$ cat src/rtl/audio_pkg.sv
// Shared types, pitch codes, ROM entry layout and the half-period table
// for the melody player.
package audio_pkg;

  typedef enum logic [1:0] {
    S_IDLE = 2'd0,
    S_LOAD = 2'd1,
    S_PLAY = 2'd2,
    S_GAP  = 2'd3
  } state_t;

  localparam logic [3:0] PITCH_REST = 4'd0;
  localparam logic [3:0] PITCH_END  = 4'd15;
  localparam logic [3:0] PITCH_C4   = 4'd1;
  localparam logic [3:0] PITCH_E4   = 4'd5;
  localparam logic [3:0] PITCH_G4   = 4'd8;
  localparam logic [3:0] PITCH_A4   = 4'd10;
  localparam logic [3:0] PITCH_C5   = 4'd13;

  localparam int unsigned PITCH_MSB = 7;
  localparam int unsigned PITCH_LSB = 4;
  localparam int unsigned DUR_MSB   = 3;
  localparam int unsigned DUR_LSB   = 1;
  localparam int unsigned RSVD_BIT  = 0;

  localparam int unsigned SONGS    = 4;
  localparam int unsigned SONG_LEN = 64;

  typedef logic [7:0] entry_t;
  typedef logic [SONGS-1:0][SONG_LEN-1:0][7:0] rom_t;
  typedef logic [15:0][31:0] hp_table_t;

  // Equal-tempered frequencies in centi-Hz, C4 (code 1) .. C#5 (code 14).
  localparam longint unsigned NOTE_CHZ [16] = '{
    64'd0,     64'd26163, 64'd27718, 64'd29366, 64'd31113, 64'd32963,
    64'd34923, 64'd36999, 64'd39200, 64'd41530, 64'd44000, 64'd46616,
    64'd49388, 64'd52325, 64'd55437, 64'd0
  };

  function automatic hp_table_t hp_table(input longint unsigned clk_hz);
    hp_table_t t;
    t = '0;
    for (int unsigned p = 0; p < 16; p++) begin
      if (NOTE_CHZ[4'(p)] == 64'd0)
        t[4'(p)] = 32'd1;
      else
        t[4'(p)] = 32'((clk_hz * 64'd100) / (64'd2 * NOTE_CHZ[4'(p)]));
    end
    return t;
  endfunction

  function automatic entry_t make_entry(input logic [3:0] pitch, input logic [2:0] dur);
    return {pitch, dur, 1'b0};
  endfunction

endpackage

$ cat src/rtl/song_rom.sv
// Combinational song ROM: four 64-entry songs built at elaboration time.
module song_rom
  import audio_pkg::*;
(
  input  logic [1:0] song_sel,
  input  logic [5:0] note_idx,
  output entry_t     entry
);

  function automatic rom_t build_rom();
    rom_t r;
    for (int unsigned s = 0; s < SONGS; s++)
      for (int unsigned i = 0; i < SONG_LEN; i++)
        r[2'(s)][6'(i)] = make_entry(PITCH_END, 3'd0);
    // Song 0: 64 notes walking the scale from A4, no end marker.
    for (int unsigned i = 0; i < SONG_LEN; i++)
      r[0][6'(i)] = make_entry(4'(((i + 9) % 14) + 1), (i % 8 == 3) ? 3'd1 : 3'd0);
    r[1][0] = make_entry(PITCH_A4, 3'd0);
    r[1][1] = make_entry(PITCH_REST, 3'd1);
    r[2][0] = make_entry(PITCH_C5, 3'd0);
    r[2][1] = make_entry(PITCH_E4, 3'd0);
    r[2][2] = make_entry(PITCH_G4, 3'd1);
    return r;
  endfunction

  localparam rom_t ROM = build_rom();

  always_comb begin
    entry = ROM[song_sel][note_idx];
  end

endmodule

$ cat src/rtl/melody_player.sv
// Song sequencer: walks a ROM song note by note, generating a square-wave
// tone per note followed by a silent articulation gap.
module melody_player
  import audio_pkg::*;
#(
  parameter int unsigned CLK_HZ     = 50_000_000,
  parameter int unsigned UNIT_TICKS = 6_250_000,
  parameter int unsigned GAP_TICKS  = 625_000
) (
  input  logic       clk,
  input  logic       reset,
  input  logic [1:0] estado,
  input  logic [1:0] song_sel,
  output logic       tone,
  output logic [5:0] note_idx,
  output logic       busy
);

  localparam hp_table_t HP = hp_table(64'(CLK_HZ));
  // C4 (code 1) is the lowest pitch, so it has the longest half period.
  localparam int unsigned HP_W     = (HP[1] > 32'd2) ? $clog2(HP[1]) : 1;
  localparam int unsigned PLAY_MAX = 8 * UNIT_TICKS - GAP_TICKS;
  localparam int unsigned DUR_W    = (PLAY_MAX > 2) ? $clog2(PLAY_MAX) : 1;
  localparam logic [DUR_W-1:0] GAP_LAST = DUR_W'(GAP_TICKS - 1);

  state_t            state;
  logic [1:0]        sel_q;
  logic [3:0]        pitch_q;
  logic [HP_W-1:0]   hp_cnt;
  logic [HP_W-1:0]   hp_last;
  logic [DUR_W-1:0]  dur_cnt;
  logic [DUR_W-1:0]  play_last;
  entry_t            entry;
  logic [3:0]        rom_pitch;
  logic [2:0]        rom_dur;

  song_rom u_rom (
    .song_sel (sel_q),
    .note_idx (note_idx),
    .entry    (entry)
  );

  always_comb begin
    rom_pitch = entry[PITCH_MSB:PITCH_LSB];
    rom_dur   = entry[DUR_MSB:DUR_LSB];
    assert (entry[RSVD_BIT] == 1'b0);
  end

  always_comb begin
    busy = (state != S_IDLE);
  end

  always_ff @(posedge clk) begin
    if (reset) begin
      state     <= S_IDLE;
      tone      <= 1'b0;
      note_idx  <= '0;
      sel_q     <= '0;
      pitch_q   <= '0;
      hp_cnt    <= '0;
      hp_last   <= '0;
      dur_cnt   <= '0;
      play_last <= '0;
    end else if (estado == 2'd0) begin
      state    <= S_IDLE;
      tone     <= 1'b0;
      note_idx <= '0;
      sel_q    <= song_sel;
      hp_cnt   <= '0;
      dur_cnt  <= '0;
    end else if (state != S_IDLE && song_sel != sel_q) begin
      state    <= S_LOAD;
      tone     <= 1'b0;
      note_idx <= '0;
      sel_q    <= song_sel;
      hp_cnt   <= '0;
      dur_cnt  <= '0;
    end else begin
      case (state)
        S_IDLE: begin
          state    <= S_LOAD;
          tone     <= 1'b0;
          note_idx <= '0;
          sel_q    <= song_sel;
        end
        S_LOAD: begin
          tone      <= 1'b0;
          hp_cnt    <= '0;
          dur_cnt   <= '0;
          pitch_q   <= rom_pitch;
          hp_last   <= HP_W'(HP[rom_pitch] - 32'd1);
          play_last <= DUR_W'((32'(rom_dur) + 32'd1) * UNIT_TICKS - GAP_TICKS - 32'd1);
          // End marker loops back to entry 0 without leaving LOAD.
          if (rom_pitch == PITCH_END)
            note_idx <= '0;
          else
            state <= S_PLAY;
        end
        S_PLAY: begin
          if (dur_cnt == play_last) begin
            state   <= S_GAP;
            tone    <= 1'b0;
            dur_cnt <= '0;
            hp_cnt  <= '0;
          end else begin
            dur_cnt <= dur_cnt + DUR_W'(1);
            if (pitch_q != PITCH_REST) begin
              if (hp_cnt == hp_last) begin
                hp_cnt <= '0;
                tone   <= ~tone;
              end else begin
                hp_cnt <= hp_cnt + HP_W'(1);
              end
            end
          end
        end
        S_GAP: begin
          tone <= 1'b0;
          if (dur_cnt == GAP_LAST) begin
            dur_cnt  <= '0;
            note_idx <= note_idx + 6'd1;
            state    <= S_LOAD;
          end else begin
            dur_cnt <= dur_cnt + DUR_W'(1);
          end
        end
        default: state <= S_IDLE;
      endcase
    end
  end

endmodule

$ cat config.mk
export PLATFORM = sky130hd
export DESIGN_NAME = melody_player
export DESIGN_NICKNAME = d
export VERILOG_FILES = /design/src/rtl/audio_pkg.sv /design/src/rtl/song_rom.sv /design/src/rtl/melody_player.sv
export SDC_FILE = /design/constraint.sdc
export NUM_CORES = 1
export LEC_CHECK = 0
export CAP_MARGIN = 20
export CORE_ASPECT_RATIO = 0.9
export CORE_MARGIN = 4
export CORE_UTILIZATION = 40
export DETAILED_ROUTE_END_ITERATION = 10
export PLACE_DENSITY_LB_ADDON = 0.15
export SYNTH_ARGS = -nofsm -noshare
export SYNTH_HDL_FRONTEND = slang
export SYNTH_SLANG_ARGS = --single-unit
export TNS_END_PERCENT = 50
$ cat constraint.sdc
create_clock -name clk -period 3.8 [get_ports clk]
set_input_delay 0.76 -clock clk [delete_from_list [all_inputs] [get_ports clk]]
set_output_delay 0.76 -clock clk [all_outputs]
set_load 0.005 [all_outputs]
==> results.yml <==
outcome:
  status: "completed"
synthesis:
  ys_top_cells_by_area: "dfxtp_1 28%, a21oi_1 5.9%, nor2_1 5.6%"
  yosysWarnings: 0
  synth_cell_types: 82
  syn_inst: 724
  netlist_area_mm2: 0.00553
  synth_ff_type: "dfxtp_1"
  async_reset_ff_share_pct: 0
  synth_edf_count: 0
  postSynthRegisterBits: 78
  synth_seq_area_share_pct: 28.3
  syn_area_per_cell_um2: 7.63
  synth_fp_nets: 753
  synth_top_cell_by_area: "dfxtp_1"
  synth_top_area_share_pct: 28.3
critical_path:
  path_class: "reg -> reg"
  critPathArrivalTime_ns: 3.92
  crit_required_ns: 4.06
  cp_max_fo: 6
  critical_path.endpoint_type: "register"
  timing.reg2reg.setup_slack_ns: 0.14
  start_kind: "register"
  reg2regPathDepth: 16
  regToRegStartpoint: "sel_q[1]$_SDFFE_PP0P_"
  r2r_end: "hp_last[14]$_SDFFE_PP0P_"
grt:
  grt.overflow.total: 0
  antenna_found_initial: 0
  grt_max_degree: 33
  grtUsageTotal_pct: 20.0
  grt_pass1_vias: 5239
  grt_first_pass_wirelength_mm: 26.4
cts:
  cts_hold_repair.buffers: 0
  cts_buffer_depth: 2
  cts.clk_slew.worst_paths_ns: 0.06
  clock_latency_ns: 0.33
  cts_tree: "built"
  cts_root_buffer: "clkbuf_16"
  cts_buffers: 9
  clock_sinks: 78
  h-tree-depth: 3
routing:
  dr.max_layer_used: "met4"
  wl_per_cell_um: 16.9
  drc: 0
  drt-initial-drc-count: 417
  wl_met1_mm: 8.02
  via_per_inst: 5.89
  wl_met2_mm: 7.01
  wl_met3_um: 476
  routed-via-count: 5468
  firstDrtPassIters: 5
  ant_nets: 0
  wirelength_mm: 15.7
floorplan:
  fp.coreArea_mm2: 0.0135
  fp.dieH_um: 120
  die-area_mm2: 0.0158
  die_w_um: 132
  io_pins: 14
  start_util_pct: 41.0
  num_rows: 40
placement:
  gp_congestion: 0.886
  port_buffers: 13
  hpwl_mm: 11.6
  placed_area_mm2: 0.00605
layout:
  insertedDiodeCount: 0
  drive_gt1_share_pct: 14.3
  final_nets: 786
  syn2layout_area_growth_pct: 17.1
  final_cell_area_mm2: 0.00647
worst_hold_path:
  hold_class: "reg -> reg"
  holdPathEnd: "hp_last[4]$_SDFFE_PP0P_"
  hold_depth: 2
  hp-start: "hp_last[4]$_SDFFE_PP0P_"
timing:
  period_share_pct: 96.3
  finalClockSkew_ns: 0.00462
  worstMarginPinSlew_ns: 0.908
  relSlewSlack_pct: 39.4
  setup_viol: 0
  fmax_mhz: 273
  hold_viol: 0
  timing.hold.ws_ns: 0.468
  grt_setup_unrepaired: "true"
  min_period_ns: 3.66
  slew_violations: 0
job:
  drv_cap: 0
power_and_ir_drop:
  ir_worst_vdd_mv: 0.255
  powerDensity_mw_per_mm2: 343
  p_leak_nw: 2.39
[how the worst max path moves through the flow]
stage | start | end | depth (start not counted)
after global routing | sel_q[1]$_SDFFE_PP0P_ | hp_last[14]$_SDFFE_PP0P_ | 16
after CTS | sel_q[0]$_SDFFE_PP0P_ | hp_last[14]$_SDFFE_PP0P_ | 16
after floorplan | note_idx[2]$_SDFFE_PP0P_ | hp_last[14]$_SDFFE_PP0P_ | 17
after global placement | sel_q[0]$_SDFFE_PP0P_ | hp_last[14]$_SDFFE_PP0P_ | 16
after detailed placement | sel_q[0]$_SDFFE_PP0P_ | hp_last[14]$_SDFFE_PP0P_ | 16
final | sel_q[1]$_SDFFE_PP0P_ | hp_last[14]$_SDFFE_PP0P_ | 16
[layer usage]
layer  up-vias  track usage, %
li1       2727               -
met1      2613            28.6
met2       108            31.1
met3        20            2.72
met4         0            6.23
met5         -               0
[registers in the layout, indices dropped and copies added, names as in the netlist]
| register | cells |
|---|---|
| dur_cnt | 26 |
| hp_cnt | 17 |
| hp_last | 17 |
| note_idx | 6 |
| pitch_q | 4 |
| play_last | 3 |
| sel_q | 2 |
| state | 2 |
| tone | 1 |
[power by group]
part / switching, W / internal, W / total [W]
combinational: 0.000236 / 0.000163 / 0.000399
sequential: 0.0000289 / 0.000849 / 0.000878
clock: 0.000335 / 0.000605 / 0.000940
[cells by family (layout without fill, tap and decap cells)]
| logic type | after synthesis | count (layout) | share of synthesized area [%] |
|---|---|---|---|
| AND/OR/NAND/NOR | 314 | 314 | 29.8 |
| AO/OA/AOI/OAI | 200 | 200 | 23.7 |
| flip-flops | 78 | 78 | 28.3 |
| buffers and inverters | 62 | 99 | 5.23 |
| XOR/XNOR | 40 | 40 | 6.34 |
| adder cells (fa/ha/maj) | 23 | 23 | 5.21 |
| multiplexers | 7 | 7 | 1.52 |
[cell type report]
type / count / area (um2)
clock buffers: 11 / 253
clock inverters: 4 / 70.1
fillers: 1315 / 6990
inverters: 16 / 60.1
multi-input cells: 584 / 3770
flip-flops and latches: 78 / 1560
well taps: 168 / 210
repair buffers: 68 / 543
[critical path, stage by stage (launching register included)]
cell,delay (ns)
dfxtp_1,0.30
inv_1,0.14
ha_4,0.16
or4b_2,0.59
nor3_2,0.16
a2111oi_2,0.07
and3_4,0.23
ha_4,0.27
o21ai_0,0.11
a21oi_1,0.10
a21oi_1,0.17
ha_1,0.22
o31ai_1,0.11
a311oi_2,0.22
nand4_2,0.14
or3_1,0.42
a31oi_1,0.17
[per-stage QoR]
| step | setup WS [ns] | total power, W | cells | TNS (ns) | util (%) |
|---|---|---|---|---|---|
| 3_5_place_dp | -0.0682 | 0.00128 | 910 | -0.144 | 45.0 |
| 2_1_floorplan | 0.0280 | 0.00115 | 724 | 0 | - |
| 4_1_cts | 0.0144 | 0.00222 | 925 | 0 | 47.4 |
| 6_report | 0.141 | 0.00222 | 929 | 0 | 48.1 |
| 5_1_grt | -0.0435 | 0.00232 | 929 | -0.0713 | 48.1 |
| 3_3_place_gp | 0.0569 | 0.00128 | 910 | 0 | 45.0 |
[cells in the mapped netlist, types with 3 or more instances]
| library cell | number |
|---|---|
| and3_1 | 18 |
| a2111oi_0 | 3 |
| o21ai_0 | 41 |
| xnor2_1 | 27 |
| nor3b_1 | 5 |
| dfxtp_1 | 78 |
| o211ai_1 | 4 |
| or4_1 | 8 |
| nand3_1 | 34 |
| buf_2 | 9 |
| nor2b_1 | 6 |
| a31oi_1 | 19 |
| a21o_1 | 8 |
| a21oi_1 | 65 |
| a211oi_1 | 12 |
| buf_4 | 6 |
| nor3_1 | 21 |
| o311ai_0 | 3 |
| nand4_1 | 17 |
| buf_6 | 3 |
| clkbuf_1 | 27 |
| xor2_1 | 13 |
| and2_1 | 5 |
| nor4_1 | 8 |
| o2bb2ai_1 | 3 |
| nand2_1 | 54 |
| nor2_1 | 83 |
| or3_1 | 15 |
| nand3b_1 | 12 |
| mux2i_1 | 5 |
| o22ai_1 | 3 |
| ha_1 | 23 |
| inv_1 | 15 |
| nand2b_1 | 10 |
[layout by cell type, fill, tap and decap left out, types with 3 or more instances in the layout]
| cell | instances |
|---|---|
| xor2_1 | 13 |
| o21ai_0 | 41 |
| nand3b_1 | 12 |
| nand3_1 | 33 |
| o22ai_1 | 3 |
| mux2i_1 | 4 |
| o311ai_0 | 3 |
| nor3b_1 | 4 |
| nor2b_1 | 6 |
| a211oi_1 | 12 |
| buf_4 | 55 |
| or3_1 | 15 |
| xnor2_1 | 27 |
| inv_1 | 13 |
| nand4_1 | 17 |
| clkdlybuf4s50_1 | 13 |
| inv_2 | 3 |
| nor3_1 | 20 |
| nor4_1 | 8 |
| o211ai_1 | 4 |
| dfxtp_1 | 76 |
| or4_1 | 8 |
| a2111oi_2 | 3 |
| nor2_1 | 83 |
| and2_1 | 5 |
| o2bb2ai_1 | 3 |
| a21oi_1 | 64 |
| and3_1 | 17 |
| a31oi_1 | 19 |
| nand2_1 | 54 |
| a21o_1 | 8 |
| nand2b_1 | 10 |
| clkbuf_16 | 9 |
| ha_1 | 19 |
[what timing repair did]
action | CTS | global route
pin swaps | 0 | 5
gates resized for setup | 1 | 15
hold endpoints to repair | 0 | 0
buffers inserted | 0 | 3
setup endpoints to repair | 3 | 12
Note: power is estimated with default switching activity, not from simulation.
